===== src/rtl/exmem_wb_master_if.sv =====
// Bus bundle between the block master and the exmem slave port.
// Master drives the request; slave answers with ack and read data.
interface exmem_wb_master_if;
  logic        m_valid;
  logic        m_we;
  logic [3:0]  m_sel;
  logic [31:0] m_adr;
  logic [31:0] m_dat_o;
  logic        m_ack;
  logic [31:0] m_dat_i;

  modport master (
    output m_valid, m_we, m_sel, m_adr, m_dat_o,
    input  m_ack, m_dat_i
  );

  modport slave (
    input  m_valid, m_we, m_sel, m_adr, m_dat_o,
    output m_ack, m_dat_i
  );
endinterface


===== src/rtl/exmem_wb_master.sv =====
// Block-transfer initiator for the exmem slave port: streams write
// words onto the bus or gathers read words into a small FIFO.
module exmem_wb_master #(
  parameter int LEN_W      = 16,
  parameter int FIFO_DEPTH = 8
) (
  input  logic             wb_clk_i,
  input  logic             wb_rst_i,
  input  logic             cmd_valid,
  output logic             cmd_ready,
  input  logic             cmd_we,
  input  logic [31:0]      cmd_addr,
  input  logic [LEN_W-1:0] cmd_len,
  input  logic [31:0]      wr_data,
  input  logic             wr_valid,
  output logic             wr_ready,
  output logic [31:0]      rd_data,
  output logic             rd_valid,
  input  logic             rd_ready,
  output logic             done,
  output logic             busy,
  exmem_wb_master_if.master bus
);

  localparam int PW = $clog2(FIFO_DEPTH);
  localparam int CW = PW + 1;

  typedef enum logic [2:0] {
    IDLE, WR_FETCH, WR_BUS, RD_BUS, RD_STALL, FINISH
  } state_t;

  state_t           state_q;
  logic [31:0]      addr_q;
  logic [LEN_W-1:0] rem_q;
  logic             m_valid_q;
  logic             m_we_q;
  logic [3:0]       m_sel_q;
  logic [31:0]      m_adr_q;
  logic [31:0]      m_dat_q;
  logic             done_q;

  logic [31:0]      mem_q [FIFO_DEPTH];
  logic [PW-1:0]    wp_q, rp_q;
  logic [CW-1:0]    cnt_q, cnt_d;

  logic             ack, last, push, pop, full;
  logic [31:0]      addr_nxt;
  logic [31:0]      cmd_base;

  assign ack      = bus.m_ack & m_valid_q;
  assign last     = rem_q == LEN_W'(1);
  assign addr_nxt = addr_q + 32'd4;
  assign cmd_base = {cmd_addr[31:2], 2'b00};

  assign push  = (state_q == RD_BUS) & ack;
  assign pop   = rd_valid & rd_ready;
  assign full  = cnt_q == CW'(FIFO_DEPTH);
  assign cnt_d = cnt_q + CW'(push) - CW'(pop);

  assign cmd_ready = state_q == IDLE;
  assign busy      = state_q != IDLE;
  assign wr_ready  = state_q == WR_FETCH;
  assign done      = done_q;
  assign rd_valid  = cnt_q != '0;
  assign rd_data   = mem_q[rp_q];

  assign bus.m_valid = m_valid_q;
  assign bus.m_we    = m_we_q;
  assign bus.m_sel   = m_sel_q;
  assign bus.m_adr   = m_adr_q;
  assign bus.m_dat_o = m_dat_q;

  always_ff @(posedge wb_clk_i) begin
    if (wb_rst_i) begin
      state_q   <= IDLE;
      addr_q    <= '0;
      rem_q     <= '0;
      m_valid_q <= 1'b0;
      m_we_q    <= 1'b0;
      m_sel_q   <= '0;
      m_adr_q   <= '0;
      m_dat_q   <= '0;
      done_q    <= 1'b0;
    end else begin
      done_q <= 1'b0;
      unique case (state_q)
        IDLE: if (cmd_valid) begin
          addr_q <= cmd_base;
          rem_q  <= cmd_len;
          if (cmd_len == '0) begin
            state_q <= FINISH;
            done_q  <= 1'b1;
          end else if (cmd_we) begin
            state_q <= WR_FETCH;
          end else begin
            m_we_q  <= 1'b0;
            m_sel_q <= 4'h0;
            m_adr_q <= cmd_base;
            // only request when a FIFO slot is already free
            if (!full) begin
              state_q   <= RD_BUS;
              m_valid_q <= 1'b1;
            end else begin
              state_q <= RD_STALL;
            end
          end
        end
        WR_FETCH: if (wr_valid) begin
          m_dat_q   <= wr_data;
          m_adr_q   <= addr_q;
          m_we_q    <= 1'b1;
          m_sel_q   <= 4'hF;
          m_valid_q <= 1'b1;
          state_q   <= WR_BUS;
        end
        WR_BUS: if (ack) begin
          addr_q    <= addr_nxt;
          rem_q     <= rem_q - LEN_W'(1);
          m_valid_q <= 1'b0;
          if (last) begin
            state_q <= FINISH;
            done_q  <= 1'b1;
          end else begin
            state_q <= WR_FETCH;
          end
        end
        RD_BUS: if (ack) begin
          addr_q <= addr_nxt;
          rem_q  <= rem_q - LEN_W'(1);
          if (last) begin
            m_valid_q <= 1'b0;
            state_q   <= FINISH;
            done_q    <= 1'b1;
          end else if (cnt_d < CW'(FIFO_DEPTH)) begin
            m_adr_q <= addr_nxt;
          end else begin
            m_valid_q <= 1'b0;
            state_q   <= RD_STALL;
          end
        end
        RD_STALL: if (!full) begin
          m_adr_q   <= addr_q;
          m_valid_q <= 1'b1;
          state_q   <= RD_BUS;
        end
        FINISH: state_q <= IDLE;
        default: state_q <= IDLE;
      endcase
    end
  end

  always_ff @(posedge wb_clk_i) begin
    if (wb_rst_i) begin
      wp_q  <= '0;
      rp_q  <= '0;
      cnt_q <= '0;
    end else begin
      if (push) wp_q <= wp_q + PW'(1);
      if (pop)  rp_q <= rp_q + PW'(1);
      cnt_q <= cnt_d;
    end
  end

  always_ff @(posedge wb_clk_i) begin
    if (push) mem_q[wp_q] <= bus.m_dat_i;
  end

endmodule


===== src/flat_wrapper.sv =====
// flat-port wrapper written by rule: the top's interface ports become plain ports
module exmem_wb_master_flat 
#(
  parameter int LEN_W      = 16,
  parameter int FIFO_DEPTH = 8
)
  (wb_clk_i, wb_rst_i, cmd_valid, cmd_ready, cmd_we, cmd_addr, cmd_len, wr_data, wr_valid, wr_ready, rd_data, rd_valid, rd_ready, done, busy, bus_m_valid, bus_m_we, bus_m_sel, bus_m_adr, bus_m_dat_o, bus_m_ack, bus_m_dat_i);
  exmem_wb_master_if bus_i ();
  input  logic wb_clk_i;
  input  logic wb_rst_i;
  input  logic cmd_valid;
  output logic cmd_ready;
  input  logic cmd_we;
  input  logic [31:0] cmd_addr;
  input  logic [LEN_W-1:0] cmd_len;
  input  logic [31:0] wr_data;
  input  logic wr_valid;
  output logic wr_ready;
  output logic [31:0] rd_data;
  output logic rd_valid;
  input  logic rd_ready;
  output logic done;
  output logic busy;
  output wire logic [$bits(bus_i.m_valid)-1:0] bus_m_valid;
  output wire logic [$bits(bus_i.m_we)-1:0] bus_m_we;
  output wire logic [$bits(bus_i.m_sel)-1:0] bus_m_sel;
  output wire logic [$bits(bus_i.m_adr)-1:0] bus_m_adr;
  output wire logic [$bits(bus_i.m_dat_o)-1:0] bus_m_dat_o;
  input wire logic [$bits(bus_i.m_ack)-1:0] bus_m_ack;
  input wire logic [$bits(bus_i.m_dat_i)-1:0] bus_m_dat_i;
  assign bus_m_valid = bus_i.m_valid;
  assign bus_m_we = bus_i.m_we;
  assign bus_m_sel = bus_i.m_sel;
  assign bus_m_adr = bus_i.m_adr;
  assign bus_m_dat_o = bus_i.m_dat_o;
  assign bus_i.m_ack = bus_m_ack;
  assign bus_i.m_dat_i = bus_m_dat_i;
  exmem_wb_master #(.LEN_W(LEN_W), .FIFO_DEPTH(FIFO_DEPTH)) u_core (.wb_clk_i(wb_clk_i), .wb_rst_i(wb_rst_i), .cmd_valid(cmd_valid), .cmd_ready(cmd_ready), .cmd_we(cmd_we), .cmd_addr(cmd_addr), .cmd_len(cmd_len), .wr_data(wr_data), .wr_valid(wr_valid), .wr_ready(wr_ready), .rd_data(rd_data), .rd_valid(rd_valid), .rd_ready(rd_ready), .done(done), .busy(busy), .bus(bus_i));
endmodule

===== config.mk =====
export PLATFORM = sky130hd
export DESIGN_NAME = exmem_wb_master_flat
export DESIGN_NICKNAME = d
export VERILOG_FILES = /design/src/rtl/exmem_wb_master_if.sv /design/src/rtl/exmem_wb_master.sv /design/src/flat_wrapper.sv
export SDC_FILE = /design/constraint.sdc
export NUM_CORES = 1
export LEC_CHECK = 0
export CAP_MARGIN = 25
export CORE_MARGIN = 5
export CORE_UTILIZATION = 49
export DETAILED_ROUTE_END_ITERATION = 8
export PLACE_DENSITY_LB_ADDON = 0.12
export SYNTH_ARGS = -nofsm -noshare
export SYNTH_HDL_FRONTEND = slang
export SYNTH_SLANG_ARGS = --single-unit

===== constraint.sdc =====
create_clock -name wb_clk_i -period 5.4 [get_ports wb_clk_i]
set_clock_uncertainty 0.2 [all_clocks]
set_input_delay 0.54 -clock wb_clk_i [delete_from_list [all_inputs] [get_ports wb_clk_i]]
set_output_delay 0.54 -clock wb_clk_i [all_outputs]
set_load 0.1 [all_outputs]

==> results of run 1 <==
==> registers in the layout (all words and copies together), names as in the netlist, named ones only <==
signal,flops
u_core.rp_q,3
u_core.state_q,3
u_core.addr_q,30
u_core.bus.m_adr,31
u_core.done,1
u_core.wp_q,3
u_core.cnt_q,4
u_core.rem_q,16
u_core.mem_q,256
u_core.bus.m_dat_o,32
u_core.bus.m_valid,1
u_core.bus.m_sel,1
==> where the power goes <==
group | internal, mW | total (mW) | switching [mW]
clock network | 1.76 | 2.90 | 1.15
logic | 1.57 | 5.09 | 3.51
registers | 3.41 | 3.79 | 0.383
==> cells by family (layout without fill, tap and decap cells) <==
group / count (synthesis) / after routing / share of synthesized area
other: 0 / 1 / 0
multiplexers: 103 / 103 / 0.109
XOR/XNOR: 25 / 25 / 0.0128
adder cells (fa/ha/maj): 11 / 11 / 0.00847
buffers and inverters: 131 / 340 / 0.0336
flip-flops: 384 / 384 / 0.598
AO/OA/AOI/OAI: 317 / 317 / 0.117
AND/OR/NAND/NOR: 440 / 440 / 0.122
==> layout make-up <==
| class | count | area [um^2] | area share |
|---|---|---|---|
| diodes | 1 | 2.50 | 0.000118 |
| clock inverters | 19 | 258 | 0.0122 |
| repair buffers | 248 | 2490 | 0.118 |
| flip-flops and latches | 384 | 10300 | 0.484 |
| clock buffers | 55 | 1160 | 0.0547 |
| multi-input cells | 896 | 6390 | 0.301 |
| inverters | 18 | 67.6 | 0.00319 |
| well taps | 455 | 569 | 0.0269 |
==> layer usage <==
| metal | part of all wire | up-vias | GRT usage |
|---|---|---|---|
| li1 | - | 5671 | - |
| met1 | 0.41 | 5961 | 0.300 |
| met2 | 0.49 | 450 | 0.380 |
| met3 | 0.081 | 73 | 0.0607 |
| met4 | 0.021 | 0 | 0.0639 |
| met5 | 0 | - | 0 |
==> critical path: stages, from the launching register on <==
cell             delay [ns]
dfxtp_4                0.79
buf_12                 0.34
mux4_2                 0.55
mux2_2                 0.30
clkdlybuf4s50_1        0.98
==> layout by cell type, fill, tap and decap left out, types with 6 or more instances in the layout <==
cell type	Yosys	final
nand3b_1	9	9
buf_4	9	21
a31oi_1	9	9
a211oi_1	16	16
clkbuf_1	68	7
dfxtp_1	128	124
edfxtp_1	256	256
o21ai_0	63	63
nor4_1	14	14
o22a_1	13	13
nand3_1	22	22
a22oi_1	16	16
mux4_2	64	64
clkdlybuf4s50_1	0	222
nand2_1	162	162
mux2_2	32	32
nor3_1	26	24
clkbuf_16	0	42
or3_1	8	8
xor2_1	8	8
nor2_1	129	122
a21oi_1	120	119
nor2_4	1	8
mux2i_1	7	7
o22ai_1	15	15
xnor2_1	17	17
ha_1	10	10
clkbuf_8	0	6
o41ai_1	8	8
and3_1	7	7
inv_1	18	18
o31ai_1	11	11
nor2b_1	9	9
nand2b_1	7	6
nand4_1	14	14
clkinv_2	0	6
==> worst max-delay path by stage <==
stage	from	to	slack, ns	depth (start not counted)
2_1_floorplan	u_core.bus.m_valid	u_core.mem_q[0][0]	0.78	3
3_3_place_gp	bus_m_ack	u_core.bus.m_adr[30]	1.54	11
3_5_place_dp	bus_m_ack	u_core.bus.m_adr[30]	1.44	11
4_1_cts	flip-flop	rd_data[4]	1.04	4
5_1_grt	flip-flop	rd_data[9]	0.93	4
6_report	flip-flop	rd_data[4]	1.13	4
==> impl_results.md, run 1 <==
* Status: finished, final reports clean
* Routed WL per cell at roughly 22 um
* Post-Syn Instances at between 1000 and 1500
* Placed cells at 2000
* Count leader, synth: edfxtp_1
* Max Clock Freq at 0.234 GHz
* Post-layout util at 0.614
* Fin worst setup slack at roughly 1.1 ns
* Worst-path clk slew at 0.06 ns
* Pins Over Slew Limit at 0
* Hold_ws at ~0.25 ns
* Initial antenna violation count at 1
* Post-route ant nets at 0
* FP Rows at 68
* WP data arrival at 3.53 ns
* Sequential cell area fraction in the yosys report at 0.598
* DR vias at around 12000
* Worst Hold End: u_core.bus.m_dat_o[8]
* Yosys warnings at 0
* Hold Crit Start: u_core.bus.m_dat_o[8]
* Final hold vios at 0
* Data required, critical path at 4.66 ns
* Setup TNS at 0 ns
* Syn avg cell area at 12.2 um^2
* Worst-Margin Slew at roughly 1.1 ns
* Fraction of layout cells with a size suffix above 1 at 0.139
* DR pass1 iterations at 6
* P per Cell Area at 556 nW/um^2
* IO Pins at 226
* Total GRT Usage at 0.229
* Final Power at 11.8 mW
* WS Path Type: reg2out
* Clock Tree Buf Depth at 3
* Chip width at 197 um
* Grt ovf at 0
* Skew-Pair Late Insertion Delay at 0.54 ns
* Vias/cell at 5.86
* Number of fill cells in the layout at about 2700
* Pin count of the biggest net entering global routing at 86
* CTS sink count at 384
* Crit share post-route at 0.791
* Most common library cells after synthesis: edfxtp_1 (256), nand2_1 (162), nor2_1 (129), dfxtp_1 (128), a21oi_1 (120)
* Layout Cells excl Fill at 2076
* Max-cap violations at 0
* Hold-fix buffers at CTS at 0
* Final HPWL DP at 29000 um
* CTS resizes at 0
* # DRC at 0
* Die height at 197 um
* Pre-CTS setup slack at 1.44 ns
* Clk root buf: clkbuf_16
* Port Buf Inserts at 223
* R2R depth at 10
* TritonCTS Buffers at 41
* Netlist cell types at 71
* Full die area at 38800 um^2
* EDFF count, synth at 256
* Fin area at about 21000 um^2
* Critical Path Sink Type: primary output
* Final GP Congestion at roughly 0.89
* Synth area leader: edfxtp_1
* Drt total wl at 45300 um
* First-pass GRT wire length at 70200 um
* CTS tree: built
* Launching point of the worst reg2reg path: u_core.state_q[1]
* Leakage at 6.93 nW
* Netlist Area Pre-Place at 17100 um^2
* Syn Nets at 1541
* Initial Util at 0.496
* Unrepaired setup endpoints after global routing: false
* Post-CTS Setup Inserts at 0
* Worst min-delay path class: reg2reg
* Asr flop ratio synth at 0
* Max FO, Critical Path at 33
* Nets at around 1700
* Setup violations, final at 0
* Area Growth Syn to Fin at 23.6%
* Ys flop type: edfxtp_1
* R2R Setup Slk at 1.39 ns
* WHS Path Cells at 2
* Peak supply drop at 0.000620 V
* Flops & latches, synth at 384
* Synth area leaders: edfxtp_1 (45%), dfxtp_1 (15%), mux4_2 (8.4%)
* Reg-to-Reg End: u_core.bus.m_adr[30]
* Share of the synthesized area in the top cell type at 0.448
* Max_slew headroom at 0.270
* H-tree depth at 2
* Vias in the first global route at 12100
* Startpoint Class: flip-flop
* Fin crit period at 4.27 ns
* 1st-iter DRT viols at 911
* Core Area at 34500 um^2
* Placed Area at 19800 um^2
Note: power is estimated with default switching activity, not from simulation.
==> inputs of run 2 (changes only) <==
Clock period 5.4 ns to 3.7 ns, I/O delays scaled along.
==> impl_results.md, run 2 (synthesis gave the netlist of run 1 again) <==
* Max_slew headroom at 0.265
* Placed Area at approximately 20000 um^2
* CTS tree: built
* # DRC at 0
* Port Buf Inserts at 223
* Final GP Congestion at 0.891
* Crit share post-route at 0.868
* Chip width at 197 um
* Clk root buf: clkbuf_16
* CP peak stage delay at 0.70 ns
* Post-CTS Setup Inserts at 0
* Worst-Margin Slew at 1.10 ns
* H-tree depth at 2
* Data required, critical path at 3.13 ns
* Final Power at 17.1 mW
* Skew-Pair Late Insertion Delay at 0.53 ns
* Setup violations, final at 0
* Final hold vios at 0
* Crit-path slowest cell: dfxtp_4
* Largest register FFs at ~260
* WP data arrival at 2.64 ns
* CTS sink count at 384
* Largest reg by FF count: u_core.mem_q
* CP delay by family, top: multiplexers
* Fin worst setup slack at 0.489 ns
* Area Growth Syn to Fin at 23.8%
* Max FO, Critical Path at 27
* Initial Util at 0.496
* FF+latch area at 10300 um^2
* FP Rows at slightly below 70
* P per Cell Area at 804 nW/um^2
* Vias in the first global route at 12200
* IO Pins at 226
* Most frequent CP cell: buf_4
* Hold Crit Start: wr_data[2]
* CP cell instances: buf_4, mux4_2, mux2_2, buf_4
* Drt total wl at approximately 45000 um
* Post-route ant nets at 0
* Startpoint Class: flip-flop
* CTS resizes at 0
* Leakage at 7.02 nW
* 1st-iter DRT viols at 908
* Max-cap violations at 0
* Unrepaired setup endpoints after global routing: false
* Most common cell after layout, fill and taps aside: edfxtp_1
* Post-layout util at 0.615
* Initial antenna violation count at 2
* WS Path Type: reg2out
* Layout Cells excl Fill at roughly 2100
* Launching point of the worst reg2reg path: u_core.cnt_q[2]
* Grt ovf at 0
* Full die area at 38800 um^2
* DR pass1 iterations at 8
* Pins Over Slew Limit at 0
* Core Area at 34500 um^2
* Peak supply drop at 0.000686 V
* Setup TNS at 0 ns
* Max Clock Freq at ~0.31 GHz
* Die height at 197 um
* Placed cells at between 2000 and 2500
* DR vias at 12300
* Fin crit period at 3.21 ns
* Worst-path clk slew at about 0.06 ns
* Critical Path Sink Type: primary output
* Number of fill cells in the layout at between 2000 and 3000
* TritonCTS Buffers at 41
* Total GRT Usage at 0.228
* Final HPWL DP at 29600 um
* Pre-CTS setup slack at 0.262 ns
* Pin count of the biggest net entering global routing at 98
* Fin area at 21200 um^2
* Nets at ~1700
* Critical path buffers and inverters at 2
* Multi-input gate area at between 6000 and 7000 um^2
* Most frequent cells in the layout: edfxtp_1 (256), clkdlybuf4s50_1 (186), nand2_1 (162), dfxtp_1 (124), nor2_1 (122)
* Hold-fix buffers at CTS at 0
* Clock Tree Buf Depth at 3
* Vias/cell at 5.89
* Routed WL per cell at 21.6 um
* Fraction of layout cells with a size suffix above 1 at 0.167
* Hold_ws at ~0.18 ns
* First-pass GRT wire length at 69800 um
* Worst min-delay path class: in2reg
* Status: finished, final reports clean
[run 2: changes by cell type in the layout (fill, tap and decap cells not counted), moves of 3 or more]
| cell | change |
|---|---|
| buf_4 | +50 |
| clkdlybuf4s50_1 | -36 |
| buf_12 | +3 |
| clkinv_1 | +4 |
[run 2: worst min-delay path: cells and delay by family]
family                 cells  cell delay, ns
buffers and inverters      1            0.39
AOI/OAI and AO/OA          1            0.05
and+or+nand+nor            1            0.06
[run 2: layout make-up]
| type | instances | area share |
|---|---|---|
| antenna | 2 | 0.000236 |
| clock buffer | 53 | 0.0533 |
| clock inverter | 20 | 0.0110 |
| inverter | 18 | 0.00318 |
| multi-input combinational | 896 | 0.302 |
| sequential | 384 | 0.483 |
| tap | 455 | 0.0268 |
| timing repair buffer | 265 | 0.120 |
[run 2: worst paths after layout]
check                      endpoint  slack [ns]  cells after the start
max                     rd_data[23]        0.49                      4
min           u_core.bus.m_dat_o[2]        0.18                      3
max reg2reg    u_core.bus.m_adr[29]        0.56                     11
min reg2reg  u_core.bus.m_dat_o[29]        0.25                      2
[run 2: per-layer routing]
| layer | global-route usage | share of wire | vias up |
|---|---|---|---|
| li1 | - | - | 5718 |
| met3 | 0.0634 | 0.086 | 94 |
| met2 | 0.376 | 0.48 | 495 |
| met4 | 0.0722 | 0.031 | 0 |
| met5 | 0 | 0 | - |
| met1 | 0.294 | 0.40 | 6013 |
[run 2: power breakdown]
part	internal, mW	switching [mW]
Sequential	4.97	0.513
Clock	2.45	1.66
Combinational	2.30	5.18
